### config.mk
export PLATFORM = sky130hd
export DESIGN_NAME = rca32_share_arbiter
export DESIGN_NICKNAME = d
export VERILOG_FILES = /design/src/rtl/rca_ctrl_pkg.sv /design/src/rtl/rca32.sv /design/src/rtl/rca32_share_arbiter.sv
export SDC_FILE = /design/constraint.sdc
export NUM_CORES = 1
export LEC_CHECK = 0
export ABC_AREA = 1
export CELL_PAD_IN_SITES_DETAIL_PLACEMENT = 2
export CELL_PAD_IN_SITES_GLOBAL_PLACEMENT = 2
export CORE_AREA = 2 2 151 153
export CTS_BUF_LIST = sky130_fd_sc_hd__clkbuf_4 sky130_fd_sc_hd__clkbuf_8 sky130_fd_sc_hd__clkbuf_16
export CTS_CLUSTER_DIAMETER = 30
export DETAILED_ROUTE_END_ITERATION = 8
export DIE_AREA = 0 0 153 155
export PLACE_DENSITY = 0.9
export SLEW_MARGIN = 20
export SYNTH_ARGS = -nofsm -noshare
export SYNTH_HDL_FRONTEND = slang
export SYNTH_SLANG_ARGS = --single-unit
### constraint.sdc
create_clock -name clk -period 17 [get_ports clk]
set_clock_uncertainty 0.1 [all_clocks]
set_input_delay 3.4 -clock clk [delete_from_list [all_inputs] [get_ports clk]]
set_output_delay 3.4 -clock clk [all_outputs]
set_load 0.05 [all_outputs]
### src/rtl/rca_ctrl_pkg.sv
// Shared constants for the RCA32 sharing arbiter: state encoding, default
// sizing and the settle-counter width.
package rca_ctrl_pkg;

  localparam int DEF_WIDTH         = 32;
  localparam int DEF_SETTLE_CYCLES = 2;
  localparam int CNT_W             = 4;

  localparam logic [1:0] ST_IDLE   = 2'd0;
  localparam logic [1:0] ST_SETTLE = 2'd1;
  localparam logic [1:0] ST_DONE   = 2'd2;

endpackage

### src/rtl/rca32.sv
// Plain combinational ripple-carry adder; the carry chain runs through every
// bit, which is why it is only ever sampled after a multi-cycle settle.
module RCA32 #(
  parameter int WIDTH = 32
) (
  input  logic [WIDTH-1:0] a,
  input  logic [WIDTH-1:0] b,
  input  logic             carryInput,
  output logic [WIDTH-1:0] sum,
  output logic             carryOutput
);

  logic [WIDTH:0] carry;

  assign carry[0] = carryInput;

  for (genvar i = 0; i < WIDTH; i++) begin : g_bit
    assign sum[i]     = a[i] ^ b[i] ^ carry[i];
    assign carry[i+1] = (a[i] & b[i]) | (carry[i] & (a[i] ^ b[i]));
  end

  assign carryOutput = carry[WIDTH];

endmodule

### src/rtl/rca32_share_arbiter.sv
// Round-robin sharing of one RCA32 between two requesters. Operands are held
// at the adder for SETTLE_CYCLES (1..15) before the sum is captured.
module rca32_share_arbiter
  import rca_ctrl_pkg::*;
#(
  parameter int WIDTH         = DEF_WIDTH,
  parameter int SETTLE_CYCLES = DEF_SETTLE_CYCLES
) (
  input  logic             clk,
  input  logic             rst,
  input  logic             req0_valid,
  input  logic [WIDTH-1:0] req0_a,
  input  logic [WIDTH-1:0] req0_b,
  input  logic             req0_cin,
  output logic             req0_ready,
  input  logic             req1_valid,
  input  logic [WIDTH-1:0] req1_a,
  input  logic [WIDTH-1:0] req1_b,
  input  logic             req1_cin,
  output logic             req1_ready,
  output logic             res_valid,
  output logic             res_id,
  output logic [WIDTH-1:0] res_sum,
  output logic             res_cout,
  input  logic             res_ready,
  output logic             busy
);

  logic [1:0]       state_q, state_d;
  logic [CNT_W-1:0] cnt_q, cnt_d;
  logic [WIDTH-1:0] op_a_q, op_a_d;
  logic [WIDTH-1:0] op_b_q, op_b_d;
  logic             op_cin_q, op_cin_d;
  logic             res_valid_q, res_valid_d;
  logic             res_id_q, res_id_d;
  logic [WIDTH-1:0] res_sum_q, res_sum_d;
  logic             res_cout_q, res_cout_d;
  logic             last_grant_q, last_grant_d;

  logic             grant_sel;
  logic             xfer;
  logic [WIDTH-1:0] add_sum;
  logic             add_cout;

  RCA32 #(.WIDTH(WIDTH)) u_rca (
    .a           (op_a_q),
    .b           (op_b_q),
    .carryInput  (op_cin_q),
    .sum         (add_sum),
    .carryOutput (add_cout)
  );

  // On a tie the requester that did not win last time is chosen.
  always_comb begin
    if (req0_valid && req1_valid) grant_sel = ~last_grant_q;
    else if (req1_valid)          grant_sel = 1'b1;
    else                          grant_sel = 1'b0;
  end

  // Readies are gated by rst directly so they drop the moment reset rises.
  assign req0_ready = !rst && (state_q == ST_IDLE) && req0_valid && !grant_sel;
  assign req1_ready = !rst && (state_q == ST_IDLE) && req1_valid &&  grant_sel;
  assign xfer       = req0_ready || req1_ready;

  // NOTE: every next-state signal gets a default hold value first, so no
  // path through the case leaves one unassigned and no latch is inferred.
  always_comb begin
    state_d      = state_q;
    cnt_d        = cnt_q;
    op_a_d       = op_a_q;
    op_b_d       = op_b_q;
    op_cin_d     = op_cin_q;
    res_valid_d  = res_valid_q;
    res_id_d     = res_id_q;
    res_sum_d    = res_sum_q;
    res_cout_d   = res_cout_q;
    last_grant_d = last_grant_q;

    case (state_q)
      ST_IDLE: begin
        if (xfer) begin
          op_a_d       = grant_sel ? req1_a   : req0_a;
          op_b_d       = grant_sel ? req1_b   : req0_b;
          op_cin_d     = grant_sel ? req1_cin : req0_cin;
          res_id_d     = grant_sel;
          last_grant_d = grant_sel;
          cnt_d        = CNT_W'(SETTLE_CYCLES - 1);
          state_d      = ST_SETTLE;
        end
      end
      ST_SETTLE: begin
        if (cnt_q != '0) begin
          cnt_d = cnt_q - CNT_W'(1);
        end else begin
          res_sum_d   = add_sum;
          res_cout_d  = add_cout;
          res_valid_d = 1'b1;
          state_d     = ST_DONE;
        end
      end
      ST_DONE: begin
        if (res_ready) begin
          res_valid_d = 1'b0;
          state_d     = ST_IDLE;
        end
      end
      default: state_d = ST_IDLE;
    endcase
  end

  // NOTE: state is updated with non-blocking assignments so every register
  // samples the pre-edge values regardless of statement order.
  always_ff @(posedge clk or posedge rst) begin
    if (rst) begin
      state_q      <= ST_IDLE;
      cnt_q        <= '0;
      op_a_q       <= '0;
      op_b_q       <= '0;
      op_cin_q     <= 1'b0;
      res_valid_q  <= 1'b0;
      res_id_q     <= 1'b0;
      res_sum_q    <= '0;
      res_cout_q   <= 1'b0;
      last_grant_q <= 1'b1;
    end else begin
      state_q      <= state_d;
      cnt_q        <= cnt_d;
      op_a_q       <= op_a_d;
      op_b_q       <= op_b_d;
      op_cin_q     <= op_cin_d;
      res_valid_q  <= res_valid_d;
      res_id_q     <= res_id_d;
      res_sum_q    <= res_sum_d;
      res_cout_q   <= res_cout_d;
      last_grant_q <= last_grant_d;
    end
  end

  assign res_valid = res_valid_q;
  assign res_id    = res_id_q;
  assign res_sum   = res_sum_q;
  assign res_cout  = res_cout_q;
  assign busy      = (state_q != ST_IDLE);

endmodule

==> results of run 1 <==
## path summary, 6_finish.rpt
| path | start | end | slack [ns] | cells after the start |
|---|---|---|---|---|
| worst max-delay path | op_a_q[0]$_DFFE_PP0P_ | res_sum[31]$_DFFE_PP0P_ | 3.34 | 36 |
| worst min-delay path | last_grant_q$_DFFE_PP1P_ | last_grant_q$_DFFE_PP1P_ | 0.37 | 2 |
| worst max register to register | op_a_q[0]$_DFFE_PP0P_ | res_sum[31]$_DFFE_PP0P_ | 3.34 | 36 |
| worst min register to register | last_grant_q$_DFFE_PP1P_ | last_grant_q$_DFFE_PP1P_ | 0.37 | 2 |
| max in group asynchronous | rst | op_a_q[0]$_DFFE_PP0P_ | 12.11 | 3 |
| min in group asynchronous | rst | op_a_q[20]$_DFFE_PP0P_ | 3.50 | 2 |
## area by class of cell
cell class	instances	area, um2
Multi-Input combinational cell	527	2610
Inverter	47	179
Timing Repair Buffer	178	1770
Clock buffer	11	246
Sequential cell	107	2680
Clock inverter	4	75.1
Tap cell	285	357
Fill cell	2517	14300
## cell families (layout without fill, tap and decap cells)
family                   Yosys count  after routing  share of synthesized area
AND/OR/NAND/NOR                  451            451                      0.305
flip-flops                       107            107                      0.473
buffers and inverters             82            240                     0.0663
AO/OA/AOI/OAI                     41             41                     0.0367
adder cells (fa/ha/maj)           34             34                      0.118
XOR/XNOR                           1              1                    0.00155
## power breakdown
| part | leakage, uW | switching (uW) | internal, uW |
|---|---|---|---|
| combinational | 0.00253 | 471 | 272 |
| sequential | 0.00134 | 100 | 381 |
| clock | 0.000151 | 94.4 | 134 |
## flip-flops by register name, summed over array words and instances (netlist names)
signal	flops
state_q	2
res_valid	1
cnt_q	4
last_grant_q	1
op_a_q	32
res_id	1
op_b_q	32
res_cout	1
op_cin_q	1
res_sum	32
## worst max-delay path, delay by kind of cell (launching register included)
family / cells / cell delay [ns]
adder cells (fa/ha/maj): 32 / 12.71
flip-flops: 1 / 0.42
AO/OA/AOI/OAI: 1 / 0.13
buffers and inverters: 3 / 0.21
## through the flow
stage          hold WS [ns]  area, um2  utilization  setup WS [ns]
6_report              0.374       7920        0.356           3.34
5_1_grt               0.397       7920        0.356           2.88
4_1_cts               0.376       7920        0.356           3.26
3_5_place_dp          0.366       7590        0.342           3.30
3_3_place_gp          0.356       7590        0.342           3.67
2_1_floorplan         0.342       5660            -           4.23
## layout by cell type, fill, tap and decap left out, types with 2 or more instances in the layout
cell type	count
o21ai_1	20
fa_1	32
clkinvlp_4	2
inv_2	4
o21ai_0	20
inv_1	42
nand2_1	432
nor2_4	2
nand3_1	3
nor2_1	8
clkbuf_16	9
clkdlybuf4s50_1	172
buf_4	6
bufinv_16	2
dfrtp_1	106
nand2_2	3
ha_1	2
## metal layers
layer | vias to the layer above | share of wire | global-route usage | wire [um]
met4 | 0 | 0.017 | 0.0485 | 302
met2 | 98 | 0.54 | 0.300 | 9870
met5 | - | 0 | 0 | 0
met3 | 17 | 0.043 | 0.0320 | 774
li1 | 2435 | - | - | -
met1 | 2508 | 0.40 | 0.180 | 7180
==> summary.txt, run 1 <==
Clock tree
  • CTS sink count: 107
  • CTS tree: yes
  • CTS H-tree lvls: 3
  • Worst-Skew Late Latency: 0.35 ns
  • Clock-pin slew on the worst setup and hold paths: 0.07 ns
  • CTS Buffer Depth: 2
  • Root Buffer: clkbuf_16
  • Number of gates resized after CTS: 0
  • Hold buffers post-CTS: 0
  • TritonCTS Buffers: 9
  • Post CTS Setup Buffer Count: 0

Timing
  • Worst Tran Pin Value: 0.750 ns
  • Max-slew headroom: 0.500
  • Final setup vio count: 0
  • F_max: 73.2 MHz
  • Setup TNS Final: 0 ns
  • RSZ-0062 raised after global routing: no
  • Max-slew violation count: 0
  • Period utilization: 0.804
  • Hold Vio Cnt, Final: 0
  • Fin crit period: 13.66 ns

Yosys
  • Flops & latches, synth: 107
  • Primary FF master, synth: dfrtp_1
  • Post-synthesis sequential area ratio: 0.473
  • Mapped Nets: 885
  • Area leader, netlist: dfrtp_1
  • Top cells by area, synth: dfrtp_1 47%, nand2_1 29%, fa_1 11%
  • Post-synth top cells: 433 x nand2_1, 106 x dfrtp_1, 43 x inv_1, 32 x fa_1, 21 x buf_2
  • Mapped Cells: 716
  • Cell Area, Synth: 5660 um2
  • Top-count cell post-synth: nand2_1
  • Syn Area/Cell: 7.91 um2
  • Ys async rst share: 1.00
  • Synthesis warning total: 0
  • Number of synthesized flops with an enable pin: 0
  • Synth top area share: 0.468
  • Synth cell types: 22

Outcome
  • Status: finished clean

GRT
  • Vias in the first global route: 5818
  • Antenna violations before repair: 0
  • Grt total ovfl: 0
  • First-pass GRT wire length: 29800 um
  • Largest net degree at the start of global routing: 69
  • GRT Total Usage: 0.159

Route
  • DRT Pass-1 Iters: 4
  • WL/cell: 15.6 um
  • Routed Wire Length: 18100 um
  • DRC: 0
  • Vias: 5058
  • Detail Route Antenna Nets: 0
  • DR iter-0 viols: 144
  • Vias/cell: 4.36

Die
  • Core region area: 22200 um2
  • Die X-Extent: 153 um
  • Site Rows: 55
  • Initial Utilization: 0.255
  • Die area: 23700 um2
  • I/O pin total: 173
  • Die Y: 155 um

Setup path
  • Crit Path Class: reg2reg
  • Slowest-stage cell, CP: fa_1
  • Crit path max fanout: 2
  • Worst Path Arrival: 13.83 ns
  • Worst setup SP type: register
  • Crit-path most repeated cell: fa_1
  • Worst setup EP type: register
  • Worst path required time: 17.17 ns
  • CP max stage delay: 0.44 ns

Pwr
  • Power Total: 1450 uW
  • Worst IR Drop VDD: 0.0545 mV
  • Leakage: 0.00403 uW
  • Ratio of total power to cell area: 184 nW/um2

Placement
  • Placed wire-length estimate: 13600 um
  • RePlAce Congestion: 0.748
  • Port bufs: 172
  • Placed cells: 1144

Cells and area
  • Layout cells sized above 1: 0.0378
  • Area Overhead vs Synth: 39.7%
  • Finished Layout Cells: 1159
  • Final Net Count: 1039
  • Antenna Diode Count: 0

Flow run
  • Max cap viols: 0

Hold path
  • Worst Hold Class: reg2reg
No activity file was read; power rests on OpenSTA's default activity.
==> run 2, diff against run 1 <==
--- a/config.mk
+++ b/config.mk
@@ -8,12 +8,12 @@
 export ABC_AREA = 1
 export CELL_PAD_IN_SITES_DETAIL_PLACEMENT = 2
 export CELL_PAD_IN_SITES_GLOBAL_PLACEMENT = 2
-export CORE_AREA = 2 2 151 153
+export CORE_AREA = 2 2 157 159
 export CTS_BUF_LIST = sky130_fd_sc_hd__clkbuf_4 sky130_fd_sc_hd__clkbuf_8 sky130_fd_sc_hd__clkbuf_16
 export CTS_CLUSTER_DIAMETER = 30
 export DETAILED_ROUTE_END_ITERATION = 8
-export DIE_AREA = 0 0 153 155
-export PLACE_DENSITY = 0.9
+export DIE_AREA = 0 0 159 161
+export PLACE_DENSITY = 0.87
 export SLEW_MARGIN = 20
 export SYNTH_ARGS = -nofsm -noshare
 export SYNTH_HDL_FRONTEND = slang
==> constraint.sdc (replaced) <==
create_clock -name clk -period 11.8 [get_ports clk]
set_clock_uncertainty 0.1 [all_clocks]
set_input_delay 2.36 -clock clk [delete_from_list [all_inputs] [get_ports clk]]
set_output_delay 2.36 -clock clk [all_outputs]
set_load 0.05 [all_outputs]
==> run 2 against run 1 <==
The run now ends with setup timing left. Setup slack got worse by 3.7 ns. Largest power group unchanged. Highest routed layer unchanged. First-iteration DRC count rose by 9.7%. Critical endpoint unchanged. Register-to-register slack got worse by 3.7 ns. Critical path type unchanged.
==> summary.txt, run 2 (synthesized netlist as in run 1, its figures left out) <==
Outcome
  • Status: finished, violations left
  • Failing checks: setup timing

Setup path
  • Crit path max fanout: 2 (unchanged)
  • Worst setup SP type: register
  • Crit Path Class: reg2reg
  • Worst path required time: 11.97 ns (-5.20 ns)
  • CP max stage delay: 0.42 ns (-0.02 ns)
  • Setup slack, reg-to-reg: -0.38 ns (-3.72 ns)
  • Slowest-stage cell, CP: fa_2
  • Reg2reg start: op_a_q[0]$_DFFE_PP0P_
  • Crit-path most repeated cell: fa_2
  • Worst Path Arrival: 12.35 ns (-1.48 ns)
  • Reg2reg end: res_sum[31]$_DFFE_PP0P_
  • R2R depth: 36 (unchanged)
  • Worst setup EP type: register

GRT
  • Vias in the first global route: 5811 (-0.12%)
  • Largest net degree at the start of global routing: 69 (unchanged)
  • Antenna violations before repair: 0 (unchanged)
  • Grt total ovfl: 0 (unchanged)
  • GRT Total Usage: 0.149 (-0.0101)
  • First-pass GRT wire length: 30300 um (+1.5%)

Cells and area
  • Area Overhead vs Synth: 42.0%
  • Layout cells sized above 1: 0.0789 (+0.0412)
  • Most common cell after layout, fill and taps aside: nand2_1
  • Finished Layout Cells: 1198 (+3.4%)
  • Most frequent cells in the layout: 432 x nand2_1, 172 x clkdlybuf4s50_1, 106 x dfrtp_1, 38 x inv_1, 32 x fa_2
  • Final Net Count: 1039 (unchanged)
  • Fillers: 2785 (+11%)
  • Antenna Diode Count: 0 (unchanged)

Timing
  • Worst Tran Pin Value: 0.772 ns (+0.0217 ns)
  • Final setup vio count: 3 (+3)
  • Max-slew headroom: 0.486 (-0.0145)
  • Hold Vio Cnt, Final: 0 (unchanged)
  • Period utilization: 1.03 (+0.229)
  • Max-slew violation count: 0 (unchanged)
  • RSZ-0062 raised after global routing: yes
  • F_max: 82.1 MHz (+12%)
  • Final setup margin: -0.379 ns (-3.72 ns)
  • Fin crit period: 12.18 ns (-1.48 ns)

Clock tree
  • TritonCTS Buffers: 9 (unchanged)
  • Worst-Skew Late Latency: 0.35 ns (about the same)
  • Post CTS Setup Buffer Count: 0 (unchanged)
  • CTS Buffer Depth: 2 (unchanged)
  • CTS H-tree lvls: 3 (unchanged)
  • Clock-pin slew on the worst setup and hold paths: 0.07 ns (about the same)
  • CTS sink count: 107 (unchanged)
  • CTS tree: yes
  • Root Buffer: clkbuf_16

Route
  • Vias: 4995 (-1.2%)
  • DR iter-0 viols: 158 (+9.7%)
  • DRT Pass-1 Iters: 4 (unchanged)
  • DRC: 0 (unchanged)
  • WL/cell: 15.2 um (-2.8%)
  • Routed Wire Length: 18200 um (+0.49%)
  • Detail Route Antenna Nets: 0 (unchanged)
  • Vias/cell: 4.17 (-4.5%)

Pwr
  • Switch share: 0.455 (-0.00231)
  • Worst IR Drop VDD: 0.0854 mV (+57%)
  • Logic gate share of total power: 0.516 (+0.005)
  • Power Total: 2130 uW (+47%)
  • Internal: 1160 uW (+47%)
  • Sw Pwr: 971 uW (+46%)
  • Ratio of total power to cell area: 265 nW/um2 (+44%)
  • Clock network power share: 0.155 (-0.002)
  • Leakage: 0.00398 uW (-1.2%)
  • Sequential Power Share: 0.328 (-0.003)

Hold path
  • Worst Hold Class: reg2reg
  • Worst Hold Path EP: last_grant_q$_DFFE_PP1P_
  • Worst hold start: last_grant_q$_DFFE_PP1P_
  • Hold path depth: 2 (unchanged)

Die
  • Initial Utilization: 0.236 (-0.0185)
  • Die X-Extent: 159 um (+3.9%)
  • Die area: 25600 um2 (+7.9%)
  • Core region area: 24000 um2 (+7.8%)
  • Site Rows: 57 (+3.6%)
  • I/O pin total: 173 (unchanged)
  • Die Y: 161 um (+3.9%)

Placement
  • Placed wire-length estimate: 13600 um (-0.35%)
  • Port bufs: 172 (unchanged)
  • Placed cells: 1183 (+3.4%)
  • RePlAce Congestion: 0.743 (-0.64%)

Flow run
  • Max cap viols: 0 (unchanged)
run 2: cell count changes in the layout (fill, tap and decap cells not counted):
cell   previous run  this run
inv_1            42        38
inv_2             4         8
fa_1             32         0
fa_2              0        32
run 2: power groups by stage:
stage / logic, uW / clock network (uW) / registers (uW)
2_1_floorplan: 560 / 0 / 857
3_3_place_gp: 1040 / 0 / 692
3_5_place_dp: 1110 / 0 / 708
4_1_cts: 1140 / 344 / 706
5_1_grt: 1260 / 359 / 729
6_report: 1100 / 331 / 700
run 2: worst max-delay path by stage:
stage,startpoint,endpoint,slack [ns],cells after the start
after floorplan,op_a_q[0]$_DFFE_PP0P_,res_sum[31]$_DFFE_PP0P_,0.03,36
after global placement,op_a_q[0]$_DFFE_PP0P_,res_sum[31]$_DFFE_PP0P_,-0.37,36
after detailed placement,op_a_q[0]$_DFFE_PP0P_,res_sum[31]$_DFFE_PP0P_,-0.58,36
after CTS,op_a_q[0]$_DFFE_PP0P_,res_sum[31]$_DFFE_PP0P_,-0.50,36
after global routing,op_a_q[0]$_DFFE_PP0P_,res_sum[31]$_DFFE_PP0P_,-0.71,36
final,op_a_q[0]$_DFFE_PP0P_,res_sum[31]$_DFFE_PP0P_,-0.38,36
run 2: metal layers:
| metal | track usage | vias up | wire length [um] |
|---|---|---|---|
| met5 | 0 | - | 0 |
| met4 | 0.0446 | 0 | 318 |
| met3 | 0.0385 | 18 | 892 |
| met2 | 0.271 | 99 | 9590 |
| met1 | 0.171 | 2439 | 7420 |
| li1 | - | 2439 | - |
run 2: what timing repair did:
item / CTS / global route
endpoints found under the setup margin: 4 / 4
cloned: 0 / 0
hold buffers: 0 / 0
resized for setup: 10 / 1
pin swaps: 4 / 2
run 2: critical path: cells and delay by family, from the launching register on:
kind	cells	cell delay, ns
AOI/OAI and AO/OA	1	0.14
adders and majority gates	32	11.27
buffers and inverters	3	0.16
DFF	1	0.41
run 2: per-stage QoR:
step	utilization	worst slack [ns]	instance area [um2]	TNS [ns]	hold WS (ns)
floorplan	-	0.0337	5730	0	0.342
global placement	0.322	-0.370	7700	-0.523	0.354
detailed placement	0.322	-0.576	7700	-1.08	0.362
CTS	0.336	-0.499	8040	-0.910	0.372
global route	0.336	-0.714	8040	-1.65	0.389
finish	0.336	-0.379	8040	-0.554	0.367
run 2: cell type report:
class                      instances  area, um2  share of cell area
inverter                          47        179              0.0222
clock inverter                     4       75.1             0.00933
clock buffer                      11        246              0.0306
timing repair buffer             178       1770               0.220
sequential                       107       2680               0.333
multi-input combinational        527       2690               0.335
tap                              324        405              0.0504
